==> src/rtl/cap_trunc_pipe.sv <==
// Capability field precision reducer with one registered valid/ready stage.
// Floor/ceil rounding of a parametrised field, tag invalidation on ceil overflow, saturating stats.
module cap_trunc_pipe #(
    parameter int CAP_W      = 129,
    parameter int FIELD_LSB  = 0,
    parameter int FIELD_W    = 32,
    parameter int TRUNC_BITS = 10,
    parameter int CNT_W      = 32
) (
    input  logic             clk,
    input  logic             rst,
    input  logic             in_valid,
    output logic             in_ready,
    input  logic [CAP_W-1:0] in_cap,
    input  logic [1:0]       in_mode,
    output logic             out_valid,
    input  logic             out_ready,
    output logic [CAP_W-1:0] out_cap,
    input  logic             clr_stats,
    output logic [CNT_W-1:0] lossy_count,
    output logic [CNT_W-1:0] tag_clear_count
);

    localparam int HI_W = FIELD_W - TRUNC_BITS;

    if ((TRUNC_BITS < 1) || (TRUNC_BITS > FIELD_W - 1) || (FIELD_LSB + FIELD_W > CAP_W - 1)) begin : g_bad_cfg
        $error("cap_trunc_pipe: illegal field/truncation configuration");
    end

    logic [FIELD_W-1:0] field_s;
    logic               low_nz_s;
    logic [HI_W:0]      hi_inc_s;
    logic               ceil_ovf_s;
    logic [FIELD_W-1:0] floor_s;
    logic [FIELD_W-1:0] ceil_s;
    logic [FIELD_W-1:0] new_field_s;
    logic               new_tag_s;
    logic [CAP_W-1:0]   next_cap_s;
    logic               lossy_ev_s;
    logic               tag_clr_ev_s;
    logic               accept_s;

    logic               out_valid_r;
    logic [CAP_W-1:0]   out_cap_r;
    logic [CNT_W-1:0]   lossy_cnt_r;
    logic [CNT_W-1:0]   tag_clr_cnt_r;

    // Rounding datapath: derive the rewritten field, tag and statistics events.
    always_comb begin
        field_s     = in_cap[FIELD_LSB +: FIELD_W];
        low_nz_s    = |field_s[TRUNC_BITS-1:0];
        floor_s     = {field_s[FIELD_W-1:TRUNC_BITS], {TRUNC_BITS{1'b0}}};
        hi_inc_s    = {1'b0, field_s[FIELD_W-1:TRUNC_BITS]} + {{HI_W{1'b0}}, 1'b1};
        ceil_s      = {hi_inc_s[HI_W-1:0], {TRUNC_BITS{1'b0}}};
        ceil_ovf_s  = 1'b0;
        new_field_s = field_s;
        new_tag_s   = in_cap[CAP_W-1];
        lossy_ev_s  = 1'b0;
        case (in_mode)
            2'b01: begin
                new_field_s = floor_s;
                lossy_ev_s  = low_nz_s;
            end
            2'b10: begin
                lossy_ev_s = low_nz_s;
                if (!low_nz_s) begin
                    new_field_s = field_s;
                end else if (hi_inc_s[HI_W]) begin
                    // Rounded bound no longer fits: keep floor value and invalidate.
                    ceil_ovf_s  = 1'b1;
                    new_field_s = floor_s;
                    new_tag_s   = 1'b0;
                end else begin
                    new_field_s = ceil_s;
                end
            end
            default: begin
                new_field_s = field_s;
            end
        endcase
        tag_clr_ev_s = ceil_ovf_s & in_cap[CAP_W-1];
        next_cap_s                         = in_cap;
        next_cap_s[FIELD_LSB +: FIELD_W]   = new_field_s;
        next_cap_s[CAP_W-1]                = new_tag_s;
    end

    assign in_ready = !out_valid_r || out_ready;
    assign accept_s = in_valid && in_ready;

    // Output stage: load on accept, drop valid when drained, hold otherwise.
    always_ff @(posedge clk or posedge rst) begin
        if (rst) begin
            out_valid_r <= 1'b0;
            out_cap_r   <= {CAP_W{1'b0}};
        end else if (accept_s) begin
            out_valid_r <= 1'b1;
            out_cap_r   <= next_cap_s;
        end else if (out_ready) begin
            out_valid_r <= 1'b0;
        end
    end

    // Saturating statistics counters; clear wins over a coincident event.
    always_ff @(posedge clk or posedge rst) begin
        if (rst) begin
            lossy_cnt_r   <= {CNT_W{1'b0}};
            tag_clr_cnt_r <= {CNT_W{1'b0}};
        end else if (clr_stats) begin
            lossy_cnt_r   <= {CNT_W{1'b0}};
            tag_clr_cnt_r <= {CNT_W{1'b0}};
        end else begin
            if (accept_s && lossy_ev_s && (lossy_cnt_r != {CNT_W{1'b1}})) begin
                lossy_cnt_r <= lossy_cnt_r + {{(CNT_W-1){1'b0}}, 1'b1};
            end
            if (accept_s && tag_clr_ev_s && (tag_clr_cnt_r != {CNT_W{1'b1}})) begin
                tag_clr_cnt_r <= tag_clr_cnt_r + {{(CNT_W-1){1'b0}}, 1'b1};
            end
        end
    end

    assign out_valid       = out_valid_r;
    assign out_cap         = out_cap_r;
    assign lossy_count     = lossy_cnt_r;
    assign tag_clear_count = tag_clr_cnt_r;

endmodule

==> config.mk <==
export PLATFORM = sky130hd
export DESIGN_NAME = cap_trunc_pipe
export DESIGN_NICKNAME = d
export VERILOG_FILES = /design/src/rtl/cap_trunc_pipe.sv
export SDC_FILE = /design/constraint.sdc
export NUM_CORES = 1
export LEC_CHECK = 0
export CAP_MARGIN = 5
export CORE_ASPECT_RATIO = 0.7
export CORE_UTILIZATION = 45
export CTS_CLUSTER_SIZE = 14
export DETAILED_ROUTE_END_ITERATION = 10
export MAX_ROUTING_LAYER = met4
export PLACE_DENSITY = 0.79
export SLEW_MARGIN = 20
export SYNTH_ARGS = -nofsm -noshare
export SYNTH_HDL_FRONTEND = slang
export SYNTH_SLANG_ARGS = --single-unit
==> constraint.sdc <==
create_clock -name clk -period 8.6 [get_ports clk]
set_clock_uncertainty 0.05 [all_clocks]
set_input_delay 2.15 -clock clk [delete_from_list [all_inputs] [get_ports clk]]
set_output_delay 2.15 -clock clk [all_outputs]
set_load 0.02 [all_outputs]
# Word level (Yosys, flattened, before mapping)
# Index checks and enable logic that the tools add are counted.
[op_classes]
add_sub_neg = 3
n_eq_ne = 4
muxes = 16
n_bitwise = 1
reduce_logical = 12
[op_table]
columns = ["cell", "n"]
rows = [
  ["$mux W32", 6],
  ["$add A32 B1 Y32 const B", 2],
  ["$ne A32 B32 Y1 const B", 2],
  ["$pmux W32 S2", 1],
  ["$add A22 B1 Y23 const B", 1],
  ["$reduce_or A10 Y1", 1],
  ["$mux W1", 9],
  ["$reduce_bool A2 Y1", 3],
  ["$logic_and A1 B1 Y1", 5],
  ["$eq A2 B1 Y1 const B", 1],
  ["$eq A2 B2 Y1 const B", 1],
  ["$reduce_or A2 Y1", 1],
  ["$and A1 B1 Y1", 1],
  ["$logic_not A1 Y1", 1],
  ["$logic_or A1 B1 Y1", 1],
]
[word_totals]
reg_bits = 194
in_bits = 136

# Logic depth before layout (Yosys ltp)
[logic_depth]
depth_word = 9
depth_mapped = 9
ltp_nobuf = 8

# Worst setup path after synthesis
# OpenSTA, ideal clock, no wires.
[synth_path]
kind = "input to output"
startpoint = "in out_ready"
endpoint = "out in_ready"
t_arrival_ps = 2419
t_required_ps = 6400
path_slack_ps = 3981
stages = 1
path_buffers = 0
path_cell_list = "nand2b_1"
[synth_via]
elab_chain_len = 1
[synth_lines]
columns = ["element", "line", "rtl"]
rows = [
  ["start: declaration", "17", "input logic out_ready,"],
  ["$logic_or A1 B1 Y1", "87", "assign in_ready = !out_valid_r || out_ready;"],
  ["end: declaration", "13", "output logic in_ready,"],
]
# Every way passes these cells.

# Final worst setup path
# Same ends and word-level chain as after synthesis.

==> flow_summary.toml <==
[cts]
root_buffer = "clkbuf_16"
cts_buffers = 17
htreeDepth = 4
ctsResizeCount = 0
cts_sinks = 194
post_cts_buffers = 0
cts_tree = "built"
hold_buffers = 0
clkTransAtPathRegs_ps = 70
clock_path_buffers = 2
clock_latency_ps = 430

[logic_synthesis]
synth_edf_count = 0
synthSimpleGateAreaFrac_pct = 30.28
syn_nets = 1155
ys_warn_count = 0
muxShareOfSynthArea_pct = 0.3590
yosysSeqAreaShare_pct = 53.58
syn-cell-area_sq_um = 9061
synth_cell_types = 53
synth_top_family_by_area = "simple AND/OR/NAND/NOR gates"
synthArstFlopShare_pct = 100.0
synth_fa_ha_area_share_pct = 0.6904
synth_area_per_cell_sq_um = 8.936
synth_compound_gate_area_share_pct = 6.241
synth_ff_type = "dfrtp_1"
ys_seq_elements = 194
syn_inst = 1014
synthXorXnorAreaFrac_pct = 5.993

[power]
peakVddDrop_v = 0.0001014
power_mw = 2.330
power_density_nw_per_um2 = 177.7
leakage_nw = 5.790

[die]
initial_utilization_pct = 45.89
coreArea_sq_um = 19750
die_h_um = 120.7
dieArea_sq_um = 20720
num_rows = 43
ios = 331
die_x_um = 171.6

[placed_design]
dp_hpwl_um = 18790
post-place-ws_ps = 2775
finalWeightedCongestion = 0.8911
portBuffers = 330

[min_path]
hold_path.class = "flip-flop to flip-flop"

[sta]
tns_ps = 0
fmax_ghz = 0.1706
worstMarginPinSlew_ps = 897.0
finalCritPeriodShare_pct = 68.17
finalSetupViolCount = 0
min_period_ps = 5862
fin_ws_ps = 2738
slew_headroom_pct = 40.20
hold_violations = 0
fin_hold_ws_ps = 425.7
rsz0062_at_grt = "false"
slew_violations = 0

[routing]
drtPass1Iterations = 5
vias_per_cell = 5.209
drt-wirelength-per-cell_um = 16.69
wirelength_um = 26710
drcViolationCount = 0
initialDrtViolationCount = 660
ant_nets = 0
vias = 8334

[finish]
syn_to_final_growth_pct = 44.68
fillers = 1603
fin_util_pct = 66.40
nets = 1458
drive_above_1_share_pct = 4.439

[worst_setup_path]
worst-setup-path-type = "input pin to output pin"
crit_required_ps = 6400
slowest_delay_ps = 700
worstPathCellList = "clkdlybuf4s50_1, nand2b_1, clkdlybuf4s50_1"
critical-path-slowest-cell = "clkdlybuf4s50_1"
crit_top_cell = "clkdlybuf4s50_1"
cp.arrival_ps = 3660
cp-start-kind = "input pin"
endpoint_kind = "output pin"
r2r_slack_ps = 5680
path_max_fanout = 6

[global_routing]
grt_max_degree = 133
grt_pass1_wl_um = 41990
gr-usage-met1_pct = 34.35
grt_pass1_vias = 8096
grtUsageMet2_pct = 42.08
antenna_found_initial = 1
grt_overflow = 0
grt_util_met3_pct = 7.758
grt_usage_pct = 26.84
busiest_layer = "met2"

[job]
drv_cap = 0

[outcome]
outcome = "finished, final reports clean"
path summary, 6_finish.rpt:
kind	startpoint	to	depth (start not counted)
max	out_ready	in_ready	3
min	out_cap[73]	out_cap[73]	2
max reg2reg	lossy_count[0]	lossy_count[15]	7
min reg2reg	out_cap[73]	out_cap[73]	2
max in group asynchronous	rst	tag_clear_count[21]	3
min in group asynchronous	rst	out_cap[83]	2
through the flow:
step | cell area (sq um) | std cells
2_1_floorplan | 9061 | 1014
3_3_place_gp | 12540 | 1568
3_5_place_dp | 12540 | 1568
4_1_cts | 13110 | 1599
5_1_grt | 13110 | 1600
6_report | 13110 | 1600
layout make-up:
| cell class | count | area, sq um | share of cell area, % |
|---|---|---|---|
| inverters | 11 | 48.80 | 0.3722 |
| well taps | 270 | 337.8 | 2.577 |
| diodes | 1 | 2.502 | 0.01909 |
| clock buffers | 19 | 442.9 | 3.379 |
| multi-input cells | 757 | 3958 | 30.19 |
| repair buffers | 336 | 3343 | 25.50 |
| clock inverters | 12 | 122.6 | 0.9353 |
| flip-flops and latches | 194 | 4855 | 37.03 |
sequential cells by signal, summed over array words and instances (netlist names):
name             flops
lossy_count         32
out_cap            129
out_valid            1
tag_clear_count     32
cell families (layout without fill, tap and decap cells):
logic type | after synthesis | after routing
adders and majority gates | 5 | 5
xor gates and xnor gates | 62 | 62
and+or+nand+nor | 597 | 597
other | 0 | 1
DFF | 194 | 194
AOI/OAI and AO/OA | 90 | 90
buffers and inverters | 63 | 378
muxes | 3 | 3
placed cells by master, fill, tap and decap left out, types with 3 or more instances in the layout:
cell and count:
xnor2_1 21, or2_2 4, nand2_1 331, or4_1 6, nor2b_1 3, nor4_1 5
nand4_1 34, and2_1 11, inv_1 10, clkdlybuf4s50_1 329, buf_4 6, or3_1 7
a22o_1 8, o22ai_1 12, clkinv_4 4, nor2_1 90, ha_1 5, clkbuf_16 17
a21oi_1 32, nand3_1 44, xor2_1 41, o31ai_1 5, nand4b_1 4, nor3_1 10
and3_1 18, nor3b_1 3, and4_1 10, a221oi_1 4, dfrtp_1 194, o21ai_0 17
inv_8 3
worst max-delay path: cells and delay by family:
kind / cells / cell delay [ps]
and+or+nand+nor: 1 / 310
buffers and inverters: 2 / 1200
Yosys cell counts (5+ instances only):
| cell | count | area [sq um] |
|---|---|---|
| nand2_1 | 332 | 1246 |
| dfrtp_1 | 194 | 4855 |
| nor2_1 | 90 | 337.8 |
| nand3_1 | 44 | 220.2 |
| xor2_1 | 41 | 359.1 |
| clkbuf_1 | 40 | 150.1 |
| nand4_1 | 34 | 212.7 |
| a21oi_1 | 32 | 160.2 |
| xnor2_1 | 21 | 183.9 |
| and3_1 | 18 | 112.6 |
| o21ai_0 | 17 | 85.08 |
| and2_1 | 12 | 75.07 |
| o22ai_1 | 12 | 75.07 |
| inv_1 | 11 | 41.29 |
| and4_1 | 10 | 87.58 |
| nor3_1 | 10 | 50.05 |
| a22o_1 | 8 | 70.07 |
| or3_1 | 7 | 43.79 |
| buf_2 | 6 | 30.03 |
| or4_1 | 6 | 45.04 |
| ha_1 | 5 | 62.56 |
| nor4_1 | 5 | 31.28 |
| o31ai_1 | 5 | 37.54 |
power breakdown:
| part | internal, mW | total (mW) | switching, mW | leakage, nW |
|---|---|---|---|---|
| sequential | 0.994 | 1.04 | 0.0457 | 2.48 |
| clock | 0.390 | 0.770 | 0.380 | 0.270 |
| combinational | 0.243 | 0.521 | 0.278 | 3.04 |
per-layer routing:
metal,vias to the layer above,wire length [um]
met1,4015,11680
met4,0,310
li1,4004,-
met3,25,2158
met5,-,0
met2,290,12560
No activity file was read; power rests on OpenSTA's default activity.
